## src/rtl/alu_operand_loader.sv

```systemverilog
// alu_operand_loader
//   Collects operand A, operand B and the opcode from a shared switch bus
//   on three successive presses of a load button. It then presents them as one
//   valid-qualified bundle and holds it until the downstream stage takes it.
//   Optional macro LOADER_DEBOUNCE_EN: synchronise and debounce the button
//   before edge detection. Without it, the raw button level is used directly.
module alu_operand_loader #(
   parameter int M               = 4,
   parameter int OPW             = 4,
   parameter int DEBOUNCE_CYCLES = 4
) (
   input  logic           clk,
   input  logic           rst,
   input  logic [M-1:0]   dato,
   input  logic           cargar,
   input  logic           borrar,
   input  logic           listo,
   output logic [M-1:0]   expresionA,
   output logic [M-1:0]   expresionB,
   output logic [OPW-1:0] opcode,
   output logic           valido,
   output logic [1:0]     estado
);

   // Parameter sanity checks at elaboration time.
   generate
      if (OPW > M) begin : g_bad_opw
         $fatal(1, "alu_operand_loader: OPW must not exceed M");
      end
      if (DEBOUNCE_CYCLES < 1) begin : g_bad_deb
         $fatal(1, "alu_operand_loader: DEBOUNCE_CYCLES must be >= 1");
      end
   endgenerate

   typedef enum logic [1:0] {
      S_A     = 2'd0,
      S_B     = 2'd1,
      S_OP    = 2'd2,
      S_VALID = 2'd3
   } state_t;

   state_t           r_state;
   state_t           w_next;
   logic             w_cargar_f;
   logic             r_cargar_q;
   logic             w_pulso;
   logic             w_ld_a;
   logic             w_ld_b;
   logic             w_ld_op;
   logic [M-1:0]     r_exp_a;
   logic [M-1:0]     r_exp_b;
   logic [OPW-1:0]   r_opcode;

`ifdef LOADER_DEBOUNCE_EN
   localparam int CW = $clog2(DEBOUNCE_CYCLES + 1);
   localparam logic [CW-1:0] CNT_LAST = CW'(DEBOUNCE_CYCLES - 1);

   logic          r_sync1;
   logic          r_sync2;
   logic          r_deb;
   logic [CW-1:0] r_cnt;

   // Two-flop synchroniser followed by a filter. The filtered level follows the
   // synchronised input only after it has disagreed for DEBOUNCE_CYCLES cycles
   // in a row. Reset high so that a held button looks like "already pressed".
   always_ff @(posedge clk) begin
      if (rst) begin
         r_sync1 <= 1'b1;
         r_sync2 <= 1'b1;
         r_deb   <= 1'b1;
         r_cnt   <= '0;
      end else begin
         r_sync1 <= cargar;
         r_sync2 <= r_sync1;
         if (r_sync2 != r_deb) begin
            if (r_cnt == CNT_LAST) begin
               r_deb <= r_sync2;
               r_cnt <= '0;
            end else begin
               r_cnt <= r_cnt + 1'b1;
            end
         end else begin
            r_cnt <= '0;
         end
      end
   end

   assign w_cargar_f = r_deb;
`else
   assign w_cargar_f = cargar;
`endif

   // Previous filtered button level, used for rising-edge detection.
   // It is set to 1 on reset, so a button held through reset produces no edge.
   always_ff @(posedge clk) begin
      if (rst) r_cargar_q <= 1'b1;
      else     r_cargar_q <= w_cargar_f;
   end

   assign w_pulso = w_cargar_f & ~r_cargar_q;

   // State register.
   always_ff @(posedge clk) begin
      if (rst) r_state <= S_A;
      else     r_state <= w_next;
   end

   // Next-state logic. borrar wins over both pulso and listo.
   always_comb begin
      w_next = r_state;
      if (borrar) begin
         w_next = S_A;
      end else begin
         unique case (r_state)
            S_A:     if (w_pulso) w_next = S_B;
            S_B:     if (w_pulso) w_next = S_OP;
            S_OP:    if (w_pulso) w_next = S_VALID;
            S_VALID: if (listo)   w_next = S_A;
            default: w_next = S_A;
         endcase
      end
   end

   // Output decode: capture strobes and the bundle-valid flag.
   always_comb begin
      w_ld_a  = 1'b0;
      w_ld_b  = 1'b0;
      w_ld_op = 1'b0;
      valido  = 1'b0;
      unique case (r_state)
         S_A:     w_ld_a  = w_pulso & ~borrar;
         S_B:     w_ld_b  = w_pulso & ~borrar;
         S_OP:    w_ld_op = w_pulso & ~borrar;
         S_VALID: valido  = 1'b1;
         default: ;
      endcase
   end

   // Operand and opcode registers. They change only on a capture or on reset,
   // so their values are kept across the handshake and across borrar.
   always_ff @(posedge clk) begin
      if (rst) begin
         r_exp_a  <= '0;
         r_exp_b  <= '0;
         r_opcode <= '0;
      end else begin
         if (w_ld_a)  r_exp_a  <= dato;
         if (w_ld_b)  r_exp_b  <= dato;
         if (w_ld_op) r_opcode <= dato[OPW-1:0];
      end
   end

   assign expresionA = r_exp_a;
   assign expresionB = r_exp_b;
   assign opcode     = r_opcode;
   assign estado     = r_state;

endmodule

```

## config.mk

```make
export PLATFORM = sky130hd
export DESIGN_NAME = alu_operand_loader
export DESIGN_NICKNAME = d
export VERILOG_FILES = /design/src/rtl/alu_operand_loader.sv
export SDC_FILE = /design/constraint.sdc
export NUM_CORES = 1
export LEC_CHECK = 0
export ABC_AREA = 1
export CAP_MARGIN = 10
export CORE_MARGIN = 4
export CORE_UTILIZATION = 45
export DETAILED_ROUTE_END_ITERATION = 8
export PLACE_DENSITY = 0.81
export SLEW_MARGIN = 20
export SYNTH_ARGS = -nofsm -noshare
export SYNTH_HDL_FRONTEND = slang
export SYNTH_SLANG_ARGS = --single-unit
```

## constraint.sdc

```tcl
create_clock -name clk -period 3.28 [get_ports clk]
set_input_delay 0.492 -clock clk [delete_from_list [all_inputs] [get_ports clk]]
set_output_delay 0.492 -clock clk [all_outputs]
set_load 0.005 [all_outputs]
```

### Word level (Yosys, flattened, before mapping)

Index checks and enable logic that the tools add are counted.

* flip-flop bits (word level): 15
* input port bits: 9
* output and inout port bits: 15
* logic and storage cells: 28

* equality and inequality tests: 7
* muxes and demuxes: 9
* bitwise operators: 4
* reduce and logical (&&, ||, !) cells: 3

Operator list (number)
* 2-to-1 mux 2 bit: 4
* inequality test 2 bit, second input constant: 4
* one-hot mux 2 bit (4 select lines): 1
* equality test 2 bit, second input constant: 2
* 2-to-1 mux 1 bit: 4
* AND reduction 4 bit: 1
* AND 1 bit: 2
* equality test 2 x 1 -> 1 bit, second input constant: 1
* zero test 2 bit: 1
* inverter 1 bit: 2
* OR reduction 2 bit: 1

### Logic depth before layout (Yosys ltp)

Gate-level depths: netlist of the first run.

* word-level depth: 4
* depth in mapped cells: 8
* gate-level depth less buffers: 8

### Least setup slack after synthesis of the first run

Ideal clock, no wire load.

* kind: register to register
* from: register r_state[0], in the netlist estado[0]
* to: register r_state[0], in the netlist estado[0]
* setup time: 115 ps
* arrival: 1098 ps
* data required time: 3165 ps
* setup slack: 2067 ps
* cell stages (with the launch flop): 9
* buffers on the path: 0
* clock period less this slack: 1213 ps
* cell sequence: dfxtp_1 inv_1 ha_1 nor2_1 nand2_1 nand2_1 nand3_1 nand2_1 nor2_1

* longest elaborated chain between the ends: 3
* elaborated cells on any way between the ends: 10
* classes of those cells: 7 x eq/ne; 1 x mux; 2 x reduce/logical

Ends and longest elaborated chain
* start: declaration: RTL line 42 `state_t r_state;`
* start signal: assignment: RTL line 105 `else r_state <= w_next;`
* equality test 2 x 1 -> 1 bit (tied with other cells): RTL line 114 `unique case (r_state)`
* inequality test 2 bit (no line)
* AND reduction 4 bit (no line)

Several ways; a longest one is shown, not always the timed one.
A chain may end at the register's enable or synchronous reset.

### Worst setup path after layout of the first run

* from: register r_state[0], in the netlist estado[0]
* to: output valido

* longest elaborated chain between the ends: 2

Ends and longest elaborated chain
* equality test 2 bit: RTL line 130 `unique case (r_state)`
* 2-to-1 mux 1 bit: RTL line 130
* end: declaration: RTL line 21 `output logic valido,`

Every way passes these cells.

==> flow_metrics.py, run 1 <==
metrics = {
    "flow_run": {
        "cap_viol_max_count": 0,
    },
    "logic_synthesis": {
        "mapped_avg_cell_area_um2": 7.54,
        "flops_latches_synth": 15,
        "yosysWarningCount": 0,
        "syn_inst": 87,
        "yosys.cell_types.count": 13,
        "seq_area_frac_synth": 0.458,
        "synth_area_um2": 656,
        "synthesis.nets": 100,
    },
    "cts": {
        "cts_num_sinks": 15,
        "clk_root_buffer_cell": "clkbuf_4",
        "cts-resized-gates": 0,
        "cts-root-to-sink-buffers": 2,
        "htree_levels": 1,
        "tritoncts": "built",
        "worstSkewPairLatency_ns": 0.27,
        "cts_hold_repair.buffers": 0,
        "cts_post_setup_buffers_inserted": 0,
        "path_clk_slew_ns": 0.08,
        "cts_buffers": 3,
    },
    "status": {
        "status": "complete, no violations",
    },
    "global_route": {
        "grt_first_pass_wirelength_mm": 2.26,
        "antenna_violations_before_repair": 0,
        "grt_overflow_total": 0,
        "grt_pass1_vias": 575,
        "grt_max_degree": 14,
        "global_route.usage.total": 0.147,
    },
    "placed_design": {
        "detailedPlacementHpwl_mm": 1.09,
        "buffer_ports.inserted": 23,
        "gp_congestion": 0.734,
    },
    "critical_path": {
        "crit_path_start_kind": "flip-flop",
        "worst_r2r_path_depth": 8,
        "path_max_fanout": 5,
        "cp_data_arrival_time_ns": 1.40,
        "ws_path_type": "flip-flop to primary output",
        "timing.critical_path.to_type": "primary output",
        "cp.required_ns": 2.79,
    },
    "route": {
        "drt_pre_antenna_iters": 4,
        "antenna_violating_nets_post_route": 0,
        "viasPerCell": 4.78,
        "wire_per_inst_um": 10.4,
        "met3_routed_length_um": 97,
        "detailroute.wirelength.met2_um": 642,
        "wl_mm": 1.34,
        "detail_route.wirelength.met1_um": 575,
        "initialDrtViolationCount": 10,
        "drcViolationCount": 0,
        "dr_vias": 612,
        "maxUsedRoutingLayer": "met4",
    },
    "sta": {
        "clock.fmax_mhz": 529,
        "drv_slew": 0,
        "setup-violations-final": 0,
        "grt_setup_unrepaired": "false",
        "finalCriticalPeriod_ns": 1.89,
        "layout_worst_path_cycle_share": 0.577,
        "timing.slew.headroom": 0.813,
        "tightestPinTransition_ns": 0.281,
        "hold_viol_final": 0,
        "totalNegativeSetupSlack_ns": 0,
        "clock-skew-final_ns": 0.000632,
    },
    "pwr": {
        "ir_worst_vdd_v": 0.000199,
        "p_leak_nw": 0.374,
        "p_per_area_mw_per_mm2": 363,
    },
    "floorplanning": {
        "fp.dieArea_mm2": 0.00213,
        "boundaryPins": 24,
        "die_height_um": 46.2,
        "placementRows": 13,
        "placeableCoreArea_mm2": 0.00133,
        "floorplan.initialDensity": 0.492,
        "chipWidth_um": 46.2,
    },
    "hold_path": {
        "hold-path-cell-count": 2,
        "holdCritPathClass": "flip-flop to flip-flop",
    },
    "final_layout": {
        "final_cell_mix": "28 x nor2_1, 23 x clkdlybuf4s50_1, 15 x dfxtp_1",
        "most_common_library_cell_in_the_layout_ignoring_fill_and_taps": "nor2_1",
        "fill_cells": 115,
        "final_core_utilization": 0.695,
        "design.final.nets": 127,
        "syn2layout_area_growth_pct": 41.4,
        "ant_diodes": 0,
        "drive_gt1_frac": 0.0973,
    },
}
[final timing paths]
path                                    start             to  slack [ns]
worst min register to register  expresionA[3]  expresionA[3]        0.48
worst max register to register      estado[0]      estado[1]        1.93
worst min-delay path            expresionA[3]  expresionA[3]        0.48
worst max-delay path                estado[0]         valido        1.39
[per-layer routing]
layer  global-route usage  vias up
met1                0.155      267
met2                0.266       20
met4               0.0682        0
li1                     -      321
met5                    0        -
met3               0.0391        4
[Yosys cell counts]
cell      instances  area share
a21oi_1           2       0.015
ha_1              4       0.076
nor2_4            1       0.017
inv_1             8       0.046
o21ai_0          12       0.092
nor2_1           28        0.16
clkinv_2          3       0.023
nand2_1           7       0.040
inv_2             1      0.0057
dfxtp_1          15        0.46
nand3_2           3       0.046
nand3_1           2       0.015
buf_1             1      0.0057
[critical path, cell delays in order, from the launching register on]
cell and delay, ns:
dfxtp_1 0.42, ha_1 0.20, clkdlybuf4s50_1 0.50
[sequential cells by signal, summed over array words and instances (netlist names)]
signal and flops:
estado 2, r_cargar_q 1, opcode 4, expresionA 4, expresionB 4
[report_power, final]
group / total (W) / switching (W) / internal (W)
Combinational: 0.0000457 / 0.0000217 / 0.0000240
Clock: 0.000101 / 0.0000538 / 0.0000471
Sequential: 0.000190 / 0.00000372 / 0.000186
Total: 0.000337 / 0.0000792 / 0.000257
[cells by family after synthesis]
kind of cell             count (synthesis)  synth area share
buffers and inverters                   13            0.0801
flip-flops                              15             0.458
AO/OA/AOI/OAI                           14             0.107
adder cells (fa/ha/maj)                  4            0.0763
AND/OR/NAND/NOR                         41             0.279
[layout make-up]
class,count,area (µm²),share of cell area
inverter,12,48.8,0.0526
multi-input combinational,59,303,0.327
clock buffer,4,26.3,0.0283
sequential,15,300,0.324
tap,15,18.8,0.0202
timing repair buffer,23,230,0.248
[through the flow]
step                      hold WS, ns  std cells  instance area [µm²]  setup WS (ns)  power [W]
after floorplan                 0.476         87                  656           2.07   0.000217
after global placement          0.464        124                  901           1.63   0.000240
after detailed placement        0.471        124                  901           1.63   0.000240
after CTS                       0.491        128                  927           1.37   0.000341
after global routing            0.520        128                  927           1.30   0.000354
final                           0.482        128                  927           1.39   0.000337
Note: power is estimated with default switching activity, not from simulation.
==> run 2: changes to the inputs <==
--- a/config.mk
+++ b/config.mk
@@ -8,9 +8,9 @@
 export ABC_AREA = 1
 export CAP_MARGIN = 10
 export CORE_MARGIN = 4
-export CORE_UTILIZATION = 45
+export CORE_UTILIZATION = 38
 export DETAILED_ROUTE_END_ITERATION = 8
-export PLACE_DENSITY = 0.81
+export PLACE_DENSITY = 0.73
 export SLEW_MARGIN = 20
 export SYNTH_ARGS = -nofsm -noshare
 export SYNTH_HDL_FRONTEND = slang
==> constraint.sdc (replaced) <==
create_clock -name clk -period 1.6 [get_ports clk]
set_input_delay 0.24 -clock clk [delete_from_list [all_inputs] [get_ports clk]]
set_output_delay 0.24 -clock clk [all_outputs]
set_load 0.005 [all_outputs]
==> run 2 against run 1 <==
Design area increased by 1.2%. Cell count increased by 0.78%. Critical path type unchanged. Total power increased by 100%. Die area increased by 15%. Core utilization decreased by 9.3 points. Critical path depth decreased by 1. Combinational power increased by 100%. Clock skew increased by 0.0054 ns. Register-to-register slack got worse by 1.6 ns.
==> flow_metrics.py, run 2 (same netlist as run 1, synthesis figures left out) <==
metrics = {
    "status": {
        "status": "complete, no violations",
    },
    "critical_path": {
        "crit_family": "buffers and inverters",
        "cpMaxStageDelayCell": "clkdlybuf4s50_1",
        "r2r-end": "estado[0]",
        "worst_r2r_path_depth": 8,
        "r2r_start": "estado[0]",
        "path_max_fanout": 5,
        "worst-r2r-setup-slack_ns": 0.32,
        "cp_data_arrival_time_ns": 1.14,
        "path_buf_inv": 1,
        "cp.required_ns": 1.36,
        "timing.critical_path.to_type": "primary output",
        "ws_path_type": "flip-flop to primary output",
        "crit_path_start_kind": "flip-flop",
        "worst_path_largest_cell_delay_ns": 0.50,
        "critical_path_cell_count": 1,
        "worstPathCellList": "clkdlybuf4s50_1",
    },
    "floorplanning": {
        "die_height_um": 49.5,
        "floorplan.initialDensity": 0.421,
        "placementRows": 14,
        "placeableCoreArea_mm2": 0.00156,
        "chipWidth_um": 49.5,
        "boundaryPins": 24,
        "fp.dieArea_mm2": 0.00245,
    },
    "final_layout": {
        "final_cell_mix": "28 x nor2_1, 22 x clkdlybuf4s50_1, 13 x dfxtp_1",
        "drive_gt1_frac": 0.115,
        "most_common_library_cell_in_the_layout_ignoring_fill_and_taps": "nor2_1",
        "ant_diodes": 0,
        "instances_no_fill": 129,
        "syn2layout_area_growth_pct": 43.1,
        "design.final.nets": 127,
    },
    "sta": {
        "tightestPinTransition_ns": 0.279,
        "grt_setup_unrepaired": "false",
        "finalCriticalPeriod_ns": 1.38,
        "timing.slew.headroom": 0.813,
        "clock-skew-final_ns": 0.00605,
        "setup-violations-final": 0,
        "whs_ns": 0.481,
        "layout_worst_path_cycle_share": 0.863,
        "totalNegativeSetupSlack_ns": 0,
        "drv_slew": 0,
        "hold_viol_final": 0,
        "clock.fmax_mhz": 724,
    },
    "route": {
        "drcViolationCount": 0,
        "antenna_violating_nets_post_route": 0,
        "drt_pre_antenna_iters": 4,
        "viasPerCell": 4.50,
        "wl_mm": 1.22,
        "dr_vias": 580,
        "initialDrtViolationCount": 4,
        "wire_per_inst_um": 9.47,
    },
    "cts": {
        "path_clk_slew_ns": 0.08,
        "clk_root_buffer_cell": "clkbuf_4",
        "tritoncts": "built",
        "cts_num_sinks": 15,
        "htree_levels": 1,
        "cts-root-to-sink-buffers": 2,
        "cts_buffers": 3,
        "worstSkewPairLatency_ns": 0.27,
        "cts_post_setup_buffers_inserted": 0,
    },
    "global_route": {
        "grt_overflow_total": 0,
        "grt_max_degree": 14,
        "global_route.usage.total": 0.114,
        "antenna_violations_before_repair": 0,
        "grt_first_pass_wirelength_mm": 2.23,
        "grt_pass1_vias": 527,
    },
    "placed_design": {
        "place_inst": 125,
        "buffer_ports.inserted": 23,
        "gp_congestion": 0.764,
        "detailedPlacementHpwl_mm": 1.01,
    },
    "pwr": {
        "p_leak_nw": 0.394,
        "p_per_area_mw_per_mm2": 731,
        "ir_worst_vdd_v": 0.000306,
        "netSwitchingPower_w": 0.000159,
        "power.share.combinational": 0.136,
        "pwr-share-clk": 0.298,
        "cell_internal_pwr_w": 0.000526,
        "netSwitchingFraction": 0.232,
        "seq_power_share": 0.566,
    },
    "hold_path": {
        "holdCritPathClass": "flip-flop to flip-flop",
        "hold_path.startpoint": "expresionA[3]",
        "hold-path-cell-count": 2,
        "whs_endpoint": "expresionA[3]",
    },
    "flow_run": {
        "cap_viol_max_count": 0,
    },
}
## run 2: cell count changes in the layout (fill, tap and decap cells not counted), sizes merged
cell,previous run,this run
clkdlybuf4s50,23,22
dlymetal6s2s,0,1
## run 2: final cells by class
| class | instances | area (µm²) |
|---|---|---|
| Clock buffer | 4 | 26.3 |
| Fill cell | 149 | 621 |
| Inverter | 12 | 48.8 |
| Multi-Input combinational cell | 59 | 303 |
| Sequential cell | 15 | 308 |
| Tap cell | 16 | 20.0 |
| Timing Repair Buffer | 23 | 233 |
## run 2: power groups by stage
stage                logic, W  registers (W)  clock network [W]
finish              0.0000933       0.000388           0.000204
global route         0.000105       0.000390           0.000230
CTS                 0.0000944       0.000390           0.000213
detailed placement  0.0000939       0.000398                  0
global placement    0.0000940       0.000398                  0
floorplan           0.0000475       0.000398                  0
## run 2: how the worst max path moves through the flow
stage | endpoint | startpoint
2_1_floorplan | estado[0] | estado[0]
3_3_place_gp | expresionA[3] | cargar
3_5_place_dp | expresionA[3] | cargar
4_1_cts | valido | estado[1]
5_1_grt | estado[1] | estado[1]
6_report | estado[0] | estado[0]
## run 2: timing repair
item	in CTS	in global routing
gates resized for setup	2	3
hold buffers	0	0
endpoints found under the setup margin	1	1
## run 2: metal layers
metal  global-route usage  vias up  part of all wire
met5                    0        -                 0
met4               0.0553        0             0.011
met3               0.0241        2             0.074
met2                0.181       19              0.43
met1                0.147      239              0.49
li1                     -      320                 -
## run 2: worst reg2reg max path, delay by kind of cell, from the launching register on
family / cells / cell delay, ns
adder cells (fa/ha/maj): 1 / 0.22
AND/OR/NAND/NOR: 6 / 0.52
flip-flops: 1 / 0.37
buffers and inverters: 1 / 0.06
## run 2: metrics by stage
step	cell area, µm²	setup slack (ns)	total power [W]	util
after CTS	931	0.0170	0.000697	0.597
after global placement	902	0.200	0.000492	0.579
final	938	0.219	0.000686	0.602
after global routing	938	0.156	0.000724	0.602
after floorplan	656	0.387	0.000446	-
after detailed placement	902	0.197	0.000492	0.579
==> run 3: changes to the inputs <==
--- a/config.mk
+++ b/config.mk
@@ -8,9 +8,9 @@
 export ABC_AREA = 1
 export CAP_MARGIN = 10
 export CORE_MARGIN = 4
-export CORE_UTILIZATION = 38
+export CORE_UTILIZATION = 42
 export DETAILED_ROUTE_END_ITERATION = 8
-export PLACE_DENSITY = 0.73
+export PLACE_DENSITY = 0.76
 export SLEW_MARGIN = 20
 export SYNTH_ARGS = -nofsm -noshare
 export SYNTH_HDL_FRONTEND = slang
==> constraint.sdc (replaced) <==
create_clock -name clk -period 1.5 [get_ports clk]
set_input_delay 0.225 -clock clk [delete_from_list [all_inputs] [get_ports clk]]
set_output_delay 0.225 -clock clk [all_outputs]
set_load 0.005 [all_outputs]
==> run 3 against run 2 <==
Via count is 4.8% higher. Critical endpoint unchanged. Sequential share of layout area grew 0.13 points. Count of clock-buffer cells in the layout shrank 1. Largest cell class unchanged. Sequential power increased by 6.7%. Critical path depth did not move. Core utilization is 7.4 points higher. Non-clock buffer count did not move. First-iteration DRC count is 50% higher. Routed wire length grew 6.8%. Total power increased by 7.7%.
==> flow_metrics.py, run 3 (same netlist as run 1, synthesis figures left out) <==
metrics = {
    "status": {
        "status": "complete, no violations",
    },
    "critical_path": {
        "crit_family": "buffers and inverters",
        "cp_data_arrival_time_ns": 1.16,
        "worst_r2r_path_depth": 8,
        "path_max_fanout": 5,
        "path_buf_inv": 1,
        "r2r-end": "estado[1]",
        "r2r_start": "estado[0]",
        "ws_path_type": "flip-flop to primary output",
        "worstPathCellList": "clkdlybuf4s50_1",
        "worst_path_largest_cell_delay_ns": 0.50,
        "worst-r2r-setup-slack_ns": 0.24,
        "cp.required_ns": 1.27,
        "cpMaxStageDelayCell": "clkdlybuf4s50_1",
        "crit_path_start_kind": "flip-flop",
        "timing.critical_path.to_type": "primary output",
    },
    "hold_path": {
        "holdCritPathClass": "flip-flop to flip-flop",
        "whs_endpoint": "opcode[2]",
        "hold_path.startpoint": "opcode[2]",
        "hold-path-cell-count": 2,
    },
    "pwr": {
        "seq_power_share": 0.561,
        "pwr-share-clk": 0.303,
        "netSwitchingPower_w": 0.000181,
        "cell_internal_pwr_w": 0.000557,
        "ir_worst_vdd_v": 0.000453,
        "p_leak_nw": 0.383,
        "netSwitchingFraction": 0.245,
        "power.share.combinational": 0.136,
        "p_per_area_mw_per_mm2": 790,
    },
    "placed_design": {
        "buffer_ports.inserted": 23,
        "dpl_cell_area_um2": 901,
        "place_inst": 124,
        "gp_congestion": 0.799,
        "post-place-ws_ns": 0.0888,
        "detailedPlacementHpwl_mm": 1.06,
    },
    "cts": {
        "cts-root-to-sink-buffers": 2,
        "path_clk_slew_ns": 0.09,
        "cts_hold_repair.buffers": 0,
        "worstSkewPairLatency_ns": 0.27,
        "clk_root_buffer_cell": "clkbuf_4",
        "tritoncts": "built",
        "cts_num_sinks": 15,
        "cts_post_setup_buffers_inserted": 0,
        "htree_levels": 1,
        "cts_buffers": 3,
    },
    "sta": {
        "finalCriticalPeriod_ns": 1.38,
        "layout_worst_path_cycle_share": 0.920,
        "timing.slew.headroom": 0.810,
        "grt_setup_unrepaired": "false",
        "clock.fmax_mhz": 724,
        "drv_slew": 0,
        "tightestPinTransition_ns": 0.285,
        "totalNegativeSetupSlack_ns": 0,
        "postLayoutSetupSlackWorst_ns": 0.120,
        "clock-skew-final_ns": 0.00236,
        "whs_ns": 0.485,
        "setup-violations-final": 0,
        "hold_viol_final": 0,
    },
    "final_layout": {
        "instances_no_fill": 128,
        "final_cell_mix": "28 x nor2_1, 22 x clkdlybuf4s50_1, 13 x dfxtp_1",
        "final_instance_area_um2": 935,
        "most_common_library_cell_in_the_layout_ignoring_fill_and_taps": "nor2_1",
        "syn2layout_area_growth_pct": 42.6,
        "drive_gt1_frac": 0.124,
        "ant_diodes": 0,
        "design.final.nets": 127,
        "fill_cells": 111,
    },
    "route": {
        "drcViolationCount": 0,
        "detail_route.wirelength.met1_um": 601,
        "maxUsedRoutingLayer": "met3",
        "dr_vias": 608,
        "drt_pre_antenna_iters": 4,
        "wire_per_inst_um": 10.2,
        "antenna_violating_nets_post_route": 0,
        "initialDrtViolationCount": 6,
        "detailroute.wirelength.met2_um": 611,
        "met3_routed_length_um": 92,
        "wl_mm": 1.31,
        "viasPerCell": 4.75,
    },
    "global_route": {
        "global_route.usage.total": 0.138,
        "grt_max_degree": 14,
        "grt_first_pass_wirelength_mm": 2.17,
        "antenna_violations_before_repair": 0,
        "grt_pass1_vias": 572,
        "grt_overflow_total": 0,
    },
    "floorplanning": {
        "floorplan.initialDensity": 0.474,
        "die_height_um": 47.5,
        "placeableCoreArea_mm2": 0.00138,
        "boundaryPins": 24,
        "chipWidth_um": 47.5,
        "fp.dieArea_mm2": 0.00226,
        "placementRows": 13,
    },
    "flow_run": {
        "cap_viol_max_count": 0,
    },
}
-- run 3: cell count changes in the layout (fill, tap and decap cells not counted), sizes merged --
cell	before	now
dlymetal6s2s	1	0
clkbuf	4	3
clkinv	3	4
dlygate4sd2	0	1
-- run 3: worst max-delay path by stage --
stage | from | to | slack [ns] | cells past startpoint
CTS | estado[0] | estado[0] | 0.11 | 1
floorplan | estado[0] | estado[0] | 0.29 | 8
global placement | cargar | expresionA[2] | 0.13 | 6
detailed placement | cargar | expresionA[2] | 0.09 | 6
finish | estado[0] | estado[0] | 0.12 | 1
global route | estado[0] | estado[0] | 0.07 | 1
-- run 3: power by group through the flow --
stage | sequential, W | combinational [W] | clock [W]
2_1_floorplan | 0.000425 | 0.0000507 | 0
3_3_place_gp | 0.000424 | 0.0000999 | 0
3_5_place_dp | 0.000425 | 0.000101 | 0
4_1_cts | 0.000414 | 0.000101 | 0.000234
5_1_grt | 0.000416 | 0.000112 | 0.000251
6_report | 0.000414 | 0.000100 | 0.000224
-- run 3: repair_timing --
action | in CTS | in global routing
endpoints found under the hold margin | 0 | 0
endpoints found under the setup margin | 1 | 0
gates resized for setup | 5 | 0
-- run 3: metrics by stage --
| step | util | total power (W) |
|---|---|---|
| final | 0.676 | 0.000738 |
| after global routing | 0.676 | 0.000779 |
| after CTS | 0.676 | 0.000750 |
| after detailed placement | 0.652 | 0.000526 |
| after global placement | 0.652 | 0.000524 |
| after floorplan | - | 0.000475 |
-- run 3: cell type report --
type	instances	area, µm²	area share
clock buffer	3	22.5	0.0241
clock inverter	1	5.00	0.00535
inverter	12	48.8	0.0522
multi-input combinational	59	303	0.324
sequential	15	308	0.329
tap	15	18.8	0.0201
timing repair buffer	23	229	0.245
-- run 3: per-layer routing --
layer  global-route usage  vias to the layer above
met5                    0                        -
met4               0.0663                        0
met3               0.0376                        0
met2                0.246                       19
met1                0.149                      267
li1                     -                      322
